<file path="config.mk">
export PLATFORM = sky130hd
export DESIGN_NAME = hidden_layer_seq
export DESIGN_NICKNAME = d
export VERILOG_FILES = /design/src/rtl/hidden_layer_seq.sv
export SDC_FILE = /design/constraint.sdc
export NUM_CORES = 1
export LEC_CHECK = 0
export CAP_MARGIN = 20
export CORE_MARGIN = 1.5
export CORE_UTILIZATION = 55
export CTS_CLUSTER_DIAMETER = 200
export DETAILED_ROUTE_END_ITERATION = 7
export MAX_ROUTING_LAYER = met4
export PLACE_DENSITY = 0.74
export REMOVE_ABC_BUFFERS = 1
export SLEW_MARGIN = 25
export SYNTH_ARGS = -nofsm -noshare
export SYNTH_HDL_FRONTEND = slang
export SYNTH_SLANG_ARGS = --single-unit
export TNS_END_PERCENT = 100
</file>
<file path="constraint.sdc">
create_clock -name clk -period 6.45 [get_ports clk]
set_input_delay 1.29 -clock clk [delete_from_list [all_inputs] [get_ports clk]]
set_output_delay 1.29 -clock clk [all_outputs]
set_load 0.01 [all_outputs]
</file>
<file path="src/rtl/hidden_layer_seq.sv">
// One fully connected layer evaluated on a single shared signed MAC.
// Walks input/weight memories, adds bias, applies a saturating ReLU, writes one result per neuron.
module hidden_layer_seq #(
    parameter int N_IN  = 10,
    parameter int N_OUT = 5,
    parameter int DW    = 10,
    parameter int FRAC  = 0,
    localparam int IAW  = (N_IN  > 1) ? $clog2(N_IN)  : 1,
    localparam int WAW  = $clog2(N_OUT * (N_IN + 1)),
    localparam int OAW  = (N_OUT > 1) ? $clog2(N_OUT) : 1
) (
    input  logic                 clk,
    input  logic                 rst_n,
    input  logic                 start,
    input  logic                 abort,
    output logic [IAW-1:0]       in_addr,
    input  logic signed [DW-1:0] in_data,
    output logic [WAW-1:0]       w_addr,
    input  logic signed [DW-1:0] w_data,
    output logic                 out_we,
    output logic [OAW-1:0]       out_addr,
    output logic [DW-1:0]        out_data,
    output logic                 busy,
    output logic                 done
);
    // state  | meaning
    // IDLE   | waiting for start
    // FETCH  | issue input/weight address i, accumulate product returned from issue i-1
    // DRAIN  | accumulate the bias word returned from the last issue
    // WRITE  | present activated result for neuron j
    // DONE   | one-cycle completion pulse
    typedef enum logic [2:0] {IDLE, FETCH, DRAIN, WRITE, DONE} state_t;

    localparam int CW   = $clog2(N_IN + 1);
    localparam int ACCW = 2 * DW + $clog2(N_IN + 1) + 1;
    localparam logic signed [ACCW-1:0] SMAX = ACCW'((2 ** (DW - 1)) - 1);
    localparam logic [DW-1:0]          OMAX = DW'((2 ** (DW - 1)) - 1);

    state_t                 state;
    logic [CW-1:0]          idx;
    logic [OAW-1:0]         neuron;
    logic signed [ACCW-1:0] acc;
    logic                   weReg;
    logic                   doneReg;

    logic signed [2*DW-1:0] prod;
    logic signed [ACCW-1:0] prodExt;
    logic signed [ACCW-1:0] biasExt;
    logic signed [ACCW-1:0] accWithBias;

    assign prod        = in_data * w_data;
    assign prodExt     = ACCW'(prod);
    assign biasExt     = ACCW'(w_data) <<< FRAC;
    assign accWithBias = acc + biasExt;

    // abort cancels a strobe that would otherwise be visible in the same cycle
    assign out_we = weReg & ~abort;
    assign done   = doneReg & ~abort;

    function automatic logic [DW-1:0] relu(input logic signed [ACCW-1:0] a);
        logic signed [ACCW-1:0] s;
        s = a >>> FRAC;
        if (s[ACCW-1])     relu = '0;
        else if (s > SMAX) relu = OMAX;
        else               relu = s[DW-1:0];
    endfunction

    always_ff @(posedge clk or negedge rst_n) begin
        if (!rst_n) begin
            state    <= IDLE;
            idx      <= '0;
            neuron   <= '0;
            acc      <= '0;
            weReg    <= 1'b0;
            doneReg  <= 1'b0;
            busy     <= 1'b0;
            in_addr  <= '0;
            w_addr   <= '0;
            out_addr <= '0;
            out_data <= '0;
        end else if (state != IDLE && abort) begin
            state   <= IDLE;
            busy    <= 1'b0;
            weReg   <= 1'b0;
            doneReg <= 1'b0;
        end else begin
            case (state)
                IDLE: begin
                    if (start && !abort) begin
                        state   <= FETCH;
                        busy    <= 1'b1;
                        idx     <= '0;
                        neuron  <= '0;
                        acc     <= '0;
                        in_addr <= '0;
                        w_addr  <= '0;
                    end
                end
                FETCH: begin
                    if (idx != '0) acc <= acc + prodExt;
                    if (idx == CW'(N_IN)) begin
                        state <= DRAIN;
                    end else begin
                        idx    <= idx + 1'b1;
                        w_addr <= w_addr + 1'b1;
                        // the bias issue keeps the last input address on the bus
                        if (idx < CW'(N_IN - 1)) in_addr <= IAW'(idx + 1'b1);
                    end
                end
                DRAIN: begin
                    acc      <= accWithBias;
                    out_data <= relu(accWithBias);
                    out_addr <= neuron;
                    weReg    <= 1'b1;
                    state    <= WRITE;
                end
                WRITE: begin
                    weReg   <= 1'b0;
                    acc     <= '0;
                    idx     <= '0;
                    in_addr <= '0;
                    if (neuron == OAW'(N_OUT - 1)) begin
                        doneReg <= 1'b1;
                        state   <= DONE;
                    end else begin
                        neuron <= neuron + 1'b1;
                        w_addr <= w_addr + 1'b1;
                        state  <= FETCH;
                    end
                end
                DONE: begin
                    doneReg <= 1'b0;
                    busy    <= 1'b0;
                    state   <= IDLE;
                end
                default: state <= IDLE;
            endcase
        end
    end
endmodule

</file>
==> flow_metrics.py, run 1 <==
metrics = {
    "floorplan": {
        "core_area_um2": 16800,
        "initial_utilization_pct": 56.8,
        "fp-row-count": 47,
        "die_w_um": 135,
        "dieHeight_um": 135,
        "io-pin-count": 50,
        "dieArea_um2": 18100,
    },
    "cells_and_area": {
        "final_common_cell": "inv_1",
        "layout-drive-gt1-share_pct": 16.0,
        "layoutNonFillerInstCount": 1444,
        "syn2layout_area_growth_pct": 20.3,
        "final_cell_area_um2": 11400,
        "multiInputGateArea_um2": 7240,
        "fill_cells": 1332,
        "mostFrequentLayoutCells": "inv_1, fa_1, buf_4, nand2_1, ha_1",
        "regArea_um2": 1530,
        "fin_nets": 1466,
    },
    "setup_path": {
        "start_kind": "primary input",
        "reg2regPathDepth": 18,
        "cp_num_cells": 22,
        "arrival_ns": 6.48,
        "cp_common_cell": "fa_1",
        "worstReg2RegStart": "acc[9]",
        "cp-endpoint": "acc[23]",
        "startpoint": "in_data[3]",
        "crit_path_max_incr_delay_ns": 0.58,
        "crit_path_end_kind": "flip-flop",
        "reg2reg_slack_ns": 1.79,
        "cp_cell_sequence": "clkdlybuf4s15_1, buf_4, and2_1, fa_1, fa_1, fa_2, fa_1, inv_1, fa_1, inv_2, ha_4, nand4_1, buf_4, nor3b_2, a211oi_2, a31oi_2, nand4_1, buf_4, nand4_1, a21o_1, nand3_1, a31oi_1",
        "worstSetupPathType": "primary input to flip-flop",
        "crit_family": "adder cells",
        "crit_required_ns": 6.70,
        "r2r-end": "acc[23]",
        "cp_slowest_cell": "fa_1",
        "path_buf_inv": 6,
        "crit_fanout": 4,
    },
    "drt": {
        "via_count": 7834,
        "highest_layer": "met4",
        "routed_wl_mm": 22.3,
        "drt-met1-wl_mm": 9.85,
        "route.met2.wl_mm": 11.3,
        "drc": 0,
        "wl_per_cell_um": 15.4,
        "dr.pass1.iters": 5,
        "via_per_inst": 5.43,
        "drtIter0Drc": 417,
        "ant_nets": 0,
        "dr_wl_met3_um": 707,
    },
    "yosys": {
        "synth_seq_area_share_pct": 16.0,
        "synth_edf_count": 0,
        "synth_mux_area_share_pct": 1.04,
        "yosys.area_share.adder_pct": 39.6,
        "synth_top_family_by_area": "adder cells",
        "synth_area_per_cell_um2": 8.84,
        "synth-seq-cells": 61,
        "synth_simple_gate_area_share_pct": 14.3,
        "synth.distinct_cells": 68,
        "async_reset_ff_share_pct": 100,
        "synth_warnings": 0,
        "synth_area_um2": 9510,
        "synth_compound_area_share_pct": 15.4,
        "synth_xor_area_share_pct": 4.14,
        "ys.flop_type": "dfrtp_1",
        "syn_inst": 1076,
    },
    "global_route": {
        "grt_max_degree": 62,
        "grt_pass1_vias": 8136,
        "grt_pass1_wl_mm": 38.4,
        "gr-total-overflow": 0,
        "gr-usage-all-layers_pct": 27.1,
        "antenna_found_initial": 1,
    },
    "sta": {
        "hold_viol": 0,
        "finClkSkew_ns": 0.00759,
        "fmax_mhz": 161,
        "slew_headroom_pct": 48.4,
        "setup_viol": 0,
        "grt_setup_unrepaired": "true",
        "fin_hold_ws_ns": 0.474,
        "min_period_ns": 6.23,
        "worstMarginPinSlew_ns": 0.774,
        "finalCritPeriodShare_pct": 96.5,
        "maxSlewViolCount": 0,
    },
    "clock_tree": {
        "clock_latency_ns": 0.33,
        "clockBufferDepth": 2,
        "ctsRootBufferMaster": "clkbuf_16",
        "cts.sinks": 61,
        "clkTransAtPathRegs_ns": 0.06,
        "htree_levels": 3,
        "cts_tree": "yes",
        "cts_made_buffers": 9,
    },
    "placed_design": {
        "place.gp.congestion": 0.906,
        "dpl.cell_count": 1419,
        "hpwl_mm": 17.9,
        "port_buffers": 49,
        "place_area_um2": 11000,
    },
    "hold_path": {
        "hold_depth": 1,
        "holdCritPathClass": "flip-flop to flip-flop",
    },
    "run": {
        "drv_cap": 0,
    },
    "run_status": {
        "status": "finished, final reports clean",
    },
}
[flip-flops by register name (all words and copies together) (netlist names)]
signal    count
acc          25
in_addr       4
out_data     10
doneReg       1
w_addr        6
idx           4
out_addr      3
neuron        3
busy          1
state         3
weReg         1
[per-stage QoR]
| stage | setup slack [ns] | TNS, ns | util [%] |
|---|---|---|---|
| finish | 0.223 | 0 | 68.3 |
| global route | 0.00866 | 0 | 68.3 |
| CTS | -0.0112 | -0.0112 | 68.0 |
| detailed placement | -0.757 | -5.16 | 65.4 |
| global placement | -0.680 | -4.08 | 65.4 |
| floorplan | 0.253 | 0 | - |
[metal layers]
layer | vias up | global-route usage [%]
met1 | 3858 | 35.2
li1 | 3776 | -
met3 | 42 | 3.23
met4 | 0 | 6.09
met5 | - | -
met2 | 158 | 45.8
[Yosys cell counts, types with 2 or more instances]
cell	number	area share, %
and2_1	43	2.8
a211oi_1	7	0.55
a2bb2oi_1	9	0.83
nand3_1	13	0.68
nor4_4	2	0.45
o21ai_0	45	2.4
mux2i_1	2	0.21
a32o_1	2	0.21
or3_1	3	0.20
ha_1	96	13
nor2b_1	11	0.72
o31ai_1	3	0.24
a21oi_1	56	2.9
a31oi_1	10	0.66
o21ai_1	7	0.37
and3_1	2	0.13
a22oi_1	17	1.3
or2_2	3	0.20
dfrtp_1	61	16
a21o_1	14	1.1
nor3b_1	2	0.16
xnor2_1	29	2.7
mux2_2	6	0.71
nor4_1	3	0.20
clkbuf_1	31	1.2
o41a_1	2	0.24
o32ai_1	2	0.18
nand2_1	107	4.2
inv_1	209	8.2
a21boi_1	2	0.16
o21a_1	6	0.47
nand2b_1	9	0.59
nor2_1	62	2.4
o211ai_1	4	0.32
fa_1	128	27
nand4_1	5	0.33
nor3_1	11	0.58
o21bai_1	5	0.39
xor2_1	16	1.5
o22ai_1	2	0.13
o41ai_1	2	0.18
[layout make-up]
type                            instances  share of cell area (%)
Inverter                              209                    6.86
Sequential cell                        61                    13.3
Tap cell                              220                    2.41
Timing Repair Buffer                  164                    11.3
Clock buffer                           13                    2.36
Antenna cell                            1                  0.0219
Clock inverter                          3                   0.372
Multi-Input combinational cell        773                    63.3
[cell families (layout without fill, tap and decap cells)]
logic type	Yosys count	after routing
simple gates	281	281
buf+inv	242	389
fa+ha+maj	224	224
compound gates	214	214
flops	61	61
xor+xnor	45	45
mux	9	9
other cells	0	1
[worst min-delay path by stage]
| stage | start | to | slack, ns |
|---|---|---|---|
| final | w_addr[5] | w_addr[5] | 0.47 |
| after global placement | w_addr[5] | w_addr[5] | 0.47 |
| after floorplan | neuron[2] | neuron[2] | 0.47 |
| after global routing | w_addr[5] | w_addr[5] | 0.49 |
| after detailed placement | w_addr[5] | w_addr[5] | 0.47 |
| after CTS | w_addr[5] | w_addr[5] | 0.48 |
[timing repair]
| action | in CTS | in global routing |
|---|---|---|
| resized for setup | 37 | 42 |
| pin swaps | 23 | 30 |
| buffers inserted | 4 | 4 |
| endpoints found under the setup margin | 9 | 11 |
| hold buffers | 0 | 0 |
Power of run 1 is not shown: default switching activity piles up to over one toggle a cycle in this logic, so the estimate is an artifact.
==> run 2: changes to the inputs <==
- CORE_MARGIN: 1.5 -> 2
- RECOVER_POWER: unset -> 25
==> flow_metrics.py, run 2 (synthesized netlist as in run 1, its figures left out) <==
metrics = {
    "drt": {
        "dr.pass1.iters": 5,
        "drc": 0,
        "routed_wl_mm": 21.8,
        "ant_nets": 0,
        "drtIter0Drc": 393,
        "wl_per_cell_um": 15.2,
        "via_count": 7783,
        "via_per_inst": 5.40,
    },
    "floorplan": {
        "fp-row-count": 48,
        "dieHeight_um": 136,
        "die_w_um": 136,
        "core_area_um2": 17100,
        "initial_utilization_pct": 55.6,
        "io-pin-count": 50,
        "dieArea_um2": 18400,
    },
    "hold_path": {
        "min_to": "out_data[9]",
        "holdCritPathClass": "flip-flop to flip-flop",
        "hold_depth": 1,
        "hold_start": "out_data[9]",
    },
    "setup_path": {
        "crit_path_max_incr_delay_ns": 0.57,
        "cp_cell_sequence": "dlygate4sd2_1, buf_4, and2_1, fa_1, fa_1, fa_1, fa_1, inv_1, fa_1, inv_1, ha_4, a21oi_2, o21ai_2, a211oi_2, a31oi_2, buf_4, a21o_1, a21oi_1, xnor2_1, a22oi_1, a21oi_1",
        "worstReg2RegStart": "acc[4]",
        "reg2regPathDepth": 21,
        "crit_fanout": 5,
        "cp_common_cell": "fa_1",
        "start_kind": "primary input",
        "crit_family": "adder cells",
        "worstSetupPathType": "primary input to flip-flop",
        "arrival_ns": 6.39,
        "path_buf_inv": 5,
        "crit_path_end_kind": "flip-flop",
        "reg2reg_slack_ns": 1.73,
        "cp_slowest_cell": "fa_1",
        "startpoint": "w_data[7]",
        "r2r-end": "acc[19]",
        "crit_required_ns": 6.62,
    },
    "cells_and_area": {
        "mostFrequentLayoutCells": "inv_1, fa_1, nand2_1, buf_4, ha_1",
        "syn2layout_area_growth_pct": 19.3,
        "largest-register": "acc",
        "fill_cells": 1373,
        "multiInputGateArea_um2": 7180,
        "regArea_um2": 1530,
        "antennaDiodeCount": 0,
        "largest_reg_flops": 25,
        "final_common_cell": "inv_1",
        "layout-drive-gt1-share_pct": 14.7,
        "fin_nets": 1458,
        "top_regs": "acc (25), out_data (10), w_addr (6)",
    },
    "placed_design": {
        "post-place-ws_ns": -0.655,
        "place.gp.congestion": 0.895,
        "port_buffers": 49,
        "hpwl_mm": 18.1,
    },
    "run_status": {
        "violations": "max-capacitance violations, max-slew violations",
        "status": "finished with violations",
    },
    "clock_tree": {
        "cts_hold_buf": 0,
        "ctsRootBufferMaster": "clkbuf_16",
        "cts.sinks": 61,
        "clkTransAtPathRegs_ns": 0.05,
        "cts_made_buffers": 9,
        "clock_latency_ns": 0.34,
        "htree_levels": 3,
        "cts_tree": "yes",
        "clockBufferDepth": 2,
    },
    "sta": {
        "worstMarginPinSlew_ns": 3.31,
        "slew_headroom_pct": -121,
        "min_period_ns": 6.21,
        "maxSlewViolCount": 62,
        "setup_slack_ns": 0.236,
        "hold_viol": 0,
        "finClkSkew_ns": 0.00935,
        "setup_viol": 0,
        "fmax_mhz": 161,
        "finalCritPeriodShare_pct": 96.3,
    },
    "global_route": {
        "antenna_found_initial": 0,
        "grt_max_degree": 62,
        "met2_usage_pct": 43.8,
        "gr-usage-all-layers_pct": 26.3,
        "grt.met3_usage_pct": 2.39,
        "grt_use_met1_pct": 35.0,
        "gr-total-overflow": 0,
        "grt_pass1_wl_mm": 37.6,
        "grt-busiest-layer": "met2",
        "grt_pass1_vias": 7974,
    },
    "run": {
        "drv_cap": 1,
    },
}
-- run 2: layout make-up --
| cell class | count | share of cell area, % |
|---|---|---|
| timing repair buffer | 156 | 10.8 |
| sequential | 61 | 13.5 |
| inverter | 209 | 6.91 |
| tap | 225 | 2.48 |
| multi-input combinational | 773 | 63.3 |
| clock buffer | 11 | 2.14 |
| clock inverter | 5 | 0.937 |
-- run 2: metrics by stage --
stage / instance area (um2) / instances / util [%] / hold slack [ns] / TNS, ns
after floorplan: 9390 / 1043 / - / 0.469 / 0
after global placement: 10900 / 1420 / 63.9 / 0.469 / -4.21
after detailed placement: 10900 / 1420 / 63.9 / 0.468 / -4.83
after CTS: 11300 / 1438 / 66.2 / 0.486 / 0
after global routing: 11300 / 1440 / 66.3 / 0.498 / -0.0167
final: 11300 / 1440 / 66.3 / 0.481 / 0
-- run 2: worst max path at each step --
stage / to / slack, ns / depth (start not counted)
detailed placement: acc[21] / -0.66 / 20
global placement: acc[21] / -0.60 / 21
CTS: acc[19] / 0.04 / 26
finish: acc[19] / 0.24 / 21
floorplan: acc[22] / 0.25 / 17
global route: acc[22] / -0.02 / 21
-- run 2: what timing repair did --
item | CTS | global route
gates resized for setup | 27 | 45
endpoints found under the hold margin | 0 | 0
setup endpoints to repair | 8 | 7
pin swaps | 7 | 12
buffers inserted | 2 | 2
-- run 2: layer usage --
metal / share of wire (%) / vias to the layer above
li1: - / 3766
met1: 45 / 3818
met2: 49 / 171
met3: 3.9 / 28
met4: 1.6 / 0
met5: 0 / -
Power of run 2 is left out for the same reason.
==> run 3: changes to the inputs <==
- SLEW_MARGIN: 25 -> 40
==> flow_metrics.py, run 3 (synthesized netlist as in run 1, its figures left out) <==
metrics = {
    "floorplan": {
        "initial_utilization_pct": 55.6,
        "dieHeight_um": 136,
        "io-pin-count": 50,
        "dieArea_um2": 18400,
        "core_area_um2": 17100,
        "fp-row-count": 48,
        "die_w_um": 136,
    },
    "placed_design": {
        "place.gp.congestion": 0.895,
        "port_buffers": 49,
        "hpwl_mm": 18.1,
        "post-place-ws_ns": -0.655,
    },
    "hold_path": {
        "min_to": "out_data[9]",
        "hold_start": "out_data[9]",
        "holdCritPathClass": "flip-flop to flip-flop",
        "hold_depth": 1,
    },
    "sta": {
        "fmax_mhz": 161,
        "finClkSkew_ns": 0.00912,
        "grt_setup_unrepaired": "false",
        "maxSlewViolCount": 62,
        "finalCritPeriodShare_pct": 96.6,
        "worstMarginPinSlew_ns": 3.31,
        "slew_headroom_pct": -121,
        "setup_slack_ns": 0.221,
        "hold_viol": 0,
        "min_period_ns": 6.23,
        "setup_viol": 0,
    },
    "setup_path": {
        "crit_path_max_incr_delay_ns": 0.58,
        "path_buf_inv": 6,
        "start_kind": "primary input",
        "cp_common_cell": "fa_1",
        "reg2regPathDepth": 21,
        "worstReg2RegStart": "acc[4]",
        "cp_slowest_cell": "fa_1",
        "crit_required_ns": 6.71,
        "r2r-end": "acc[19]",
        "crit_family": "adder cells",
        "reg2reg_slack_ns": 1.74,
        "arrival_ns": 6.49,
        "cp_cell_sequence": "clkdlybuf4s15_1, buf_4, nand2_1, fa_1, inv_1, fa_1, fa_2, fa_1, inv_1, fa_1, inv_1, ha_1, nand4_1, nor4_2, a211oi_2, a31oi_2, buf_4, a21o_1, a21oi_1, xnor2_1, a22oi_1, a21oi_1",
        "crit_fanout": 5,
        "crit_path_end_kind": "flip-flop",
        "worstSetupPathType": "primary input to flip-flop",
    },
    "cells_and_area": {
        "fill_cells": 1367,
        "top_regs": "acc (25), out_data (10), w_addr (6)",
        "final_common_cell": "inv_1",
        "fin_nets": 1459,
        "mostFrequentLayoutCells": "inv_1, fa_1, nand2_1, buf_4, ha_1",
        "largest-register": "acc",
        "layout-drive-gt1-share_pct": 14.7,
        "syn2layout_area_growth_pct": 19.5,
        "largest_reg_flops": 25,
        "antennaDiodeCount": 0,
    },
    "drt": {
        "dr.pass1.iters": 6,
        "routed_wl_mm": 21.9,
        "via_per_inst": 5.39,
        "via_count": 7761,
        "drt-met1-wl_mm": 9.96,
        "drtIter0Drc": 402,
        "highest_layer": "met4",
        "dr_wl_met3_um": 868,
        "drc": 0,
        "ant_nets": 0,
        "wl_per_cell_um": 15.2,
        "route.met2.wl_mm": 10.6,
    },
    "global_route": {
        "antenna_found_initial": 0,
        "grt_pass1_vias": 7974,
        "grt_max_degree": 62,
        "gr-usage-all-layers_pct": 26.3,
        "grt_pass1_wl_mm": 37.6,
        "gr-total-overflow": 0,
    },
    "clock_tree": {
        "clock_latency_ns": 0.34,
        "cts_hold_buf": 0,
        "cts.sinks": 61,
        "htree_levels": 3,
        "clockBufferDepth": 2,
        "cts_made_buffers": 9,
        "cts_tree": "yes",
        "clkTransAtPathRegs_ns": 0.05,
        "ctsRootBufferMaster": "clkbuf_16",
    },
    "run_status": {
        "status": "finished with violations",
        "violations": "max-capacitance violations, max-slew violations",
    },
    "run": {
        "drv_cap": 1,
    },
}
[run 3: cell count changes in the layout (fill, tap and decap cells not counted)]
cell             previous run  this run
clkdlybuf4s15_1             0         2
buf_8                       0         1
dlygate4sd2_1               3         2
fa_1                      126       125
fa_2                        2         3
clkbuf_2                   15        14
[run 3: worst max-delay path by stage]
stage | from | endpoint | slack (ns) | cells after the start
floorplan | in_data[3] | acc[22] | 0.25 | 17
global placement | w_data[4] | acc[21] | -0.60 | 21
detailed placement | in_data[9] | acc[21] | -0.66 | 20
CTS | in_data[0] | acc[19] | 0.04 | 26
global route | in_data[1] | acc[22] | 0.002 | 21
finish | w_data[6] | acc[19] | 0.22 | 22
[run 3: routing by layer]
metal  vias up  GRT usage [%]
li1       3766              -
met1      3801           35.0
met2       160           43.8
met3        34           2.39
met4         0           6.89
met5         -              -
[run 3: cell type report]
cell class                 instances  area [um2]  area share [%]
timing repair buffer             157        1240            10.9
clock buffer                      11         243            2.13
multi-input combinational        773        7190            63.2
clock inverter                     5         106           0.935
sequential                        61        1530            13.4
tap                              225         282            2.48
inverter                         209         785            6.90
[run 3: stage by stage]
step / utilization, % / cells / hold WS, ns / area (um2) / setup TNS [ns]
floorplan: - / 1043 / 0.469 / 9390 / 0
global placement: 63.9 / 1420 / 0.469 / 10900 / -4.21
detailed placement: 63.9 / 1420 / 0.468 / 10900 / -4.83
CTS: 66.2 / 1438 / 0.486 / 11300 / 0
global route: 66.4 / 1441 / 0.498 / 11400 / 0
finish: 66.4 / 1441 / 0.481 / 11400 / 0
[run 3: timing repair]
item                                    CTS  global route
endpoints found under the setup margin    8             7
gates cloned                              0             0
pin swaps                                 7            12
setup buffers                             2             2
resized for setup                        27            46
Power of run 3 is left out for the same reason.
